[src/rtl/fft32_stage_sched.sv]
// fft32_stage_sched: stage sequencer for the 16-row radix-2 MAC butterfly array of a 32-point FFT.
// Define FFT_SCHED_ABORT_EN to add the abort input that cancels a frame in RUN or DONE.
module fft32_stage_sched #(
    parameter int N_STAGES     = 5,
    parameter int SEL_W        = 3,
    parameter int STAGE_CYCLES = 2,
    parameter int CNT_W        = 8
) (
    input  logic             clk,
    input  logic             rst,
    input  logic             start,
    output logic             in_ready,
    output logic [SEL_W-1:0] sel_line,
    output logic [SEL_W-1:0] tw_stage,
    output logic             stage_en,
    output logic             busy,
    output logic             out_valid,
    input  logic             out_ready,
    output logic [CNT_W-1:0] frame_cnt
`ifdef FFT_SCHED_ABORT_EN
    ,
    input  logic             abort
`endif
);

    localparam int CYC_W = 4;
    localparam logic [CYC_W-1:0] CYC_LAST   = CYC_W'(STAGE_CYCLES - 1);
    // Value of cyc one cycle before the commit cycle; unreachable when STAGE_CYCLES is 1.
    localparam logic [CYC_W-1:0] CYC_PRE    = CYC_W'(STAGE_CYCLES - 2);
    localparam logic [SEL_W-1:0] STAGE_LAST = SEL_W'(N_STAGES - 1);
    localparam logic             EN_ON_ZERO = (STAGE_CYCLES == 1);

    typedef enum logic [1:0] {
        IDLE,
        RUN,
        DONE
    } state_t;

    state_t           state;
    logic [SEL_W-1:0] stage;
    logic [CYC_W-1:0] cyc;
    logic             stage_en_q;

    // Outputs are registered alongside the state: each branch loads the values of the state it enters.
    always_ff @(posedge clk) begin
        if (rst) begin
            state      <= IDLE;
            stage      <= '0;
            cyc        <= '0;
            frame_cnt  <= '0;
            in_ready   <= 1'b1;
            busy       <= 1'b0;
            out_valid  <= 1'b0;
            stage_en_q <= 1'b0;
        end else begin
            stage_en_q <= 1'b0;
            case (state)
                IDLE: begin
                    if (start) begin
                        state      <= RUN;
                        stage      <= '0;
                        cyc        <= '0;
                        in_ready   <= 1'b0;
                        busy       <= 1'b1;
                        stage_en_q <= EN_ON_ZERO;
                    end
                end
                RUN: begin
                    if (cyc == CYC_LAST) begin
                        cyc <= '0;
                        if (stage == STAGE_LAST) begin
                            state     <= DONE;
                            busy      <= 1'b0;
                            out_valid <= 1'b1;
                        end else begin
                            stage      <= stage + 1'b1;
                            stage_en_q <= EN_ON_ZERO;
                        end
                    end else begin
                        cyc        <= cyc + 1'b1;
                        stage_en_q <= (cyc == CYC_PRE);
                    end
                end
                DONE: begin
                    if (out_ready) begin
                        state     <= IDLE;
                        stage     <= '0;
                        out_valid <= 1'b0;
                        in_ready  <= 1'b1;
                        frame_cnt <= frame_cnt + 1'b1;
                    end
                end
                default: begin
                    state     <= IDLE;
                    stage     <= '0;
                    cyc       <= '0;
                    in_ready  <= 1'b1;
                    busy      <= 1'b0;
                    out_valid <= 1'b0;
                end
            endcase
`ifdef FFT_SCHED_ABORT_EN
            // Abort overrides every transition above, including a same-cycle DONE handshake.
            if (abort && (state != IDLE)) begin
                state      <= IDLE;
                stage      <= '0;
                cyc        <= '0;
                in_ready   <= 1'b1;
                busy       <= 1'b0;
                out_valid  <= 1'b0;
                stage_en_q <= 1'b0;
                frame_cnt  <= frame_cnt;
            end
`endif
        end
    end

    assign sel_line = stage;
    assign tw_stage = stage;

`ifdef FFT_SCHED_ABORT_EN
    assign stage_en = stage_en_q & ~abort;
`else
    assign stage_en = stage_en_q;
`endif

endmodule
[config.mk]
export PLATFORM = sky130hd
export DESIGN_NAME = fft32_stage_sched
export DESIGN_NICKNAME = d
export VERILOG_FILES = /design/src/rtl/fft32_stage_sched.sv
export SDC_FILE = /design/constraint.sdc
export NUM_CORES = 1
export LEC_CHECK = 0
export CAP_MARGIN = 20
export CORE_UTILIZATION = 40
export DETAILED_ROUTE_END_ITERATION = 8
export HOLD_SLACK_MARGIN = 0.12
export PLACE_DENSITY = 0.75
export SLEW_MARGIN = 20
export SYNTH_ARGS = -nofsm -noshare
export SYNTH_HDL_FRONTEND = slang
export SYNTH_SLANG_ARGS = --single-unit
[constraint.sdc]
create_clock -name clk -period 1.6 [get_ports clk]
set_input_delay 0.32 -clock clk [delete_from_list [all_inputs] [get_ports clk]]
set_output_delay 0.32 -clock clk [all_outputs]
set_load 0.05 [all_outputs]
==> summary.txt, run 1 <==
Maximum number of pins on one net before global-route repair: 14
Violation count after the first detailed-route iteration: 11
Via count of the first global-routing pass: 817
Std cell rows: 18
Syn Std Cell Area: 1036 µm²
Placed Cells: 173
Synth cell types: 39
Startpoint class of the critical path: register
Number of pins exceeding their max-slew limit in the final report: 0
Post-route worst setup slack: 0.1426 ns
Number of hold-repair buffers added at the cts stage: 0
Clock transition at the registers of the reported paths: 0.11 ns
IO buf count: 21
Hold/Removal Path Class: reg -> reg
Area growth from synthesis to final layout: 35.02%
Via total after detailed routing: 924
Seq/Total Area, Yosys: 40.58%
Crit share post-route: 91.09%
Fin crit period: 1.457 ns
Die height: 52.89 µm
Starting density of the core: 42.20%
Setup WS pre-CTS: -0.1704 ns
Post-synthesis sequential element count: 21
CTS root buf: sky130_fd_sc_hd__clkbuf_4
Total congestion overflow: 0
Initial antenna violation count: 0
Std-Cell Core Area: 2455 µm²
Register-to-Register Path Depth: 4
Worst supply voltage drop on vdd: 0.5401 mV
Count of nets after finishing: 155
PwrDens: 681.7 nW/µm²
Count of nets left with antenna violations after detail routing: 0
Post-synthesis net count: 125
Worst Max-Slew Pin Slew: 0.3378 ns
Non-filler instance count after layout: 177
Synthesized instance count: 118
Maximum fanout encountered on the critical timing path: 7
CTS Sinks: 21
Total global-route track usage: 17.64%
Nature of the critical path endpoint: register
Lkg Pwr: 0.5472 nW
Full die area: 2797 µm²
Setup repair after global routing missed its margin: no
DR vias/cell: 5.220
Worst relative slew slack: 77.39%
Outcome: finished, final reports clean
Number of iterations in the first detailed-routing pass: 4
WP data required: 1.84 ns
Start-to-end type of the worst setup path: reg -> reg
Insertion delay to the later sink of the worst-skew pair: 0.30 ns
Skew final: 0.0009294 ns
Wire length of the first global-routing pass: 3581 µm
Number of I/O pins: 22
Number of diodes: 0
Total of warnings raised by yosys: 0
Setup violations, final: 0
CTS buffer count: 3
Hold violation total from the final report: 0
Most common cell after layout, fill and taps aside: sky130_fd_sc_hd__buf_4
Post-synth ARST share: 0%
FMAX: 686.1 MHz
Final weighted congestion in routability-driven placement: 0.7640
Accumulated negative setup slack: 0 ns
Hold Crit Depth: 2
Mean instance size in the synthesized netlist: 8.780 µm²
MaxCap Viol Count: 0
Buffer depth of the longest clock path: 2
Top library cells by usage in the layout, fill and taps aside: sky130_fd_sc_hd__buf_4 (21), sky130_fd_sc_hd__dfxtp_1 (18), sky130_fd_sc_hd__nor2_1 (14)
Wire length reported by the detailed router: 2180 µm
Dominant synthesized flop cell: sky130_fd_sc_hd__dfxtp_1
Mean routed wirelength per cell: 12.32 µm
H-tree depth reported by CTS: 1
Total DRC errors in the routed layout: 0
Width of the die: 52.89 µm
Clock tree from TritonCTS: done
Final HPWL from detailed placement: 1647 µm
Post-synth EDFFs: 0
Share of post-route cells with drive strength above 1: 28.57%
Crit path DAT: 1.70 ns
-- sequential cells by signal (all words and copies together) (netlist names) --
name / cells
busy: 1
cyc: 4
frame_cnt: 8
in_ready: 1
out_valid: 1
sel_line: 3
stage_en: 1
state: 2
-- power breakdown --
group          switching [mW]  internal, mW
clock                   0.155        0.0972
sequential             0.0163         0.536
combinational          0.0826        0.0663
total                   0.254         0.699
-- synthesized netlist by cell type (2+ instances only) --
cell type / number / share of area (%)
sky130_fd_sc_hd__dfxtp_1: 21 / 41
sky130_fd_sc_hd__nand2b_1: 2 / 1.2
sky130_fd_sc_hd__a21oi_1: 9 / 4.3
sky130_fd_sc_hd__nor2_1: 14 / 5.1
sky130_fd_sc_hd__inv_1: 5 / 1.8
sky130_fd_sc_hd__a31oi_1: 3 / 1.8
sky130_fd_sc_hd__xnor2_1: 4 / 3.4
sky130_fd_sc_hd__nand3_1: 4 / 1.9
sky130_fd_sc_hd__buf_4: 4 / 2.9
sky130_fd_sc_hd__nor3_1: 4 / 1.9
sky130_fd_sc_hd__nor2b_1: 2 / 1.2
sky130_fd_sc_hd__ha_1: 3 / 3.6
sky130_fd_sc_hd__or4_1: 2 / 1.4
sky130_fd_sc_hd__o21ai_0: 5 / 2.4
sky130_fd_sc_hd__nand2_1: 11 / 4.0
sky130_fd_sc_hd__xor2_1: 2 / 1.7
-- final timing paths --
path / start / to / slack (ns)
setup / recovery: cyc[1] / sel_line[0] / 0.14
hold reg to reg: out_valid / out_valid / 0.49
hold / removal: out_valid / out_valid / 0.49
setup reg to reg: cyc[1] / sel_line[0] / 0.14
-- critical path, cell delays in order (launching register included) --
cell,delay (ns)
sky130_fd_sc_hd__dfxtp_1,0.40
sky130_fd_sc_hd__nor4b_4,0.39
sky130_fd_sc_hd__nand3_2,0.18
sky130_fd_sc_hd__a211o_1,0.33
sky130_fd_sc_hd__a21oi_2,0.11
-- routing by layer --
metal / vias up / global-route usage (%) / part of all wire (%)
met5: - / 0 / 0
met4: 0 / 9.211 / 2.0
met3: 4 / 2.586 / 4.3
met2: 32 / 30.38 / 49
met1: 419 / 20.86 / 45
li1: 469 / - / -
-- what timing repair did --
item	CTS	global route
gates resized for setup	0	3
endpoints found under the setup margin	0	3
hold endpoints to repair	0	0
setup buffers	0	0
-- per-stage QoR --
step | util, % | hold WS (ns) | power (mW) | instance area (µm²)
after floorplan | - | 0.4772 | 0.6537 | 1039
after global placement | 55.81 | 0.4613 | 0.7066 | 1370
after detailed placement | 55.81 | 0.4741 | 0.7113 | 1370
after CTS | 56.88 | 0.4903 | 0.9653 | 1396
after global routing | 56.98 | 0.5289 | 0.9986 | 1399
final | 56.98 | 0.4892 | 0.9536 | 1399
-- cell families (layout without fill, tap and decap cells) --
group | after synthesis | count (layout) | share of synthesized area, %
AO/OA/AOI/OAI | 25 | 25 | 14.98
AND/OR/NAND/NOR | 51 | 51 | 28.75
buffers and inverters | 12 | 41 | 7.005
adder cells (fa/ha/maj) | 3 | 3 | 3.624
XOR/XNOR | 6 | 6 | 5.072
flip-flops | 21 | 21 | 40.58
-- final cells by class --
cell class,count,area (µm²)
Clock buffer,4,26.28
Fill cell,221,1056
Inverter,5,18.77
Multi-Input combinational cell,85,544.3
Sequential cell,21,424.2
Tap cell,30,37.54
Timing Repair Buffer,32,347.8
Note: power is estimated with default switching activity, not from simulation.
==> run 2: changes to the inputs <==
--- a/config.mk
+++ b/config.mk
@@ -5,6 +5,7 @@
 export SDC_FILE = /design/constraint.sdc
 export NUM_CORES = 1
 export LEC_CHECK = 0
+export ABC_CLOCK_PERIOD_IN_PS = 1600
 export CAP_MARGIN = 20
 export CORE_UTILIZATION = 40
 export DETAILED_ROUTE_END_ITERATION = 8
==> results of run 2 <==
The final DEF is identical to that of run 1; final timing and power are the same.
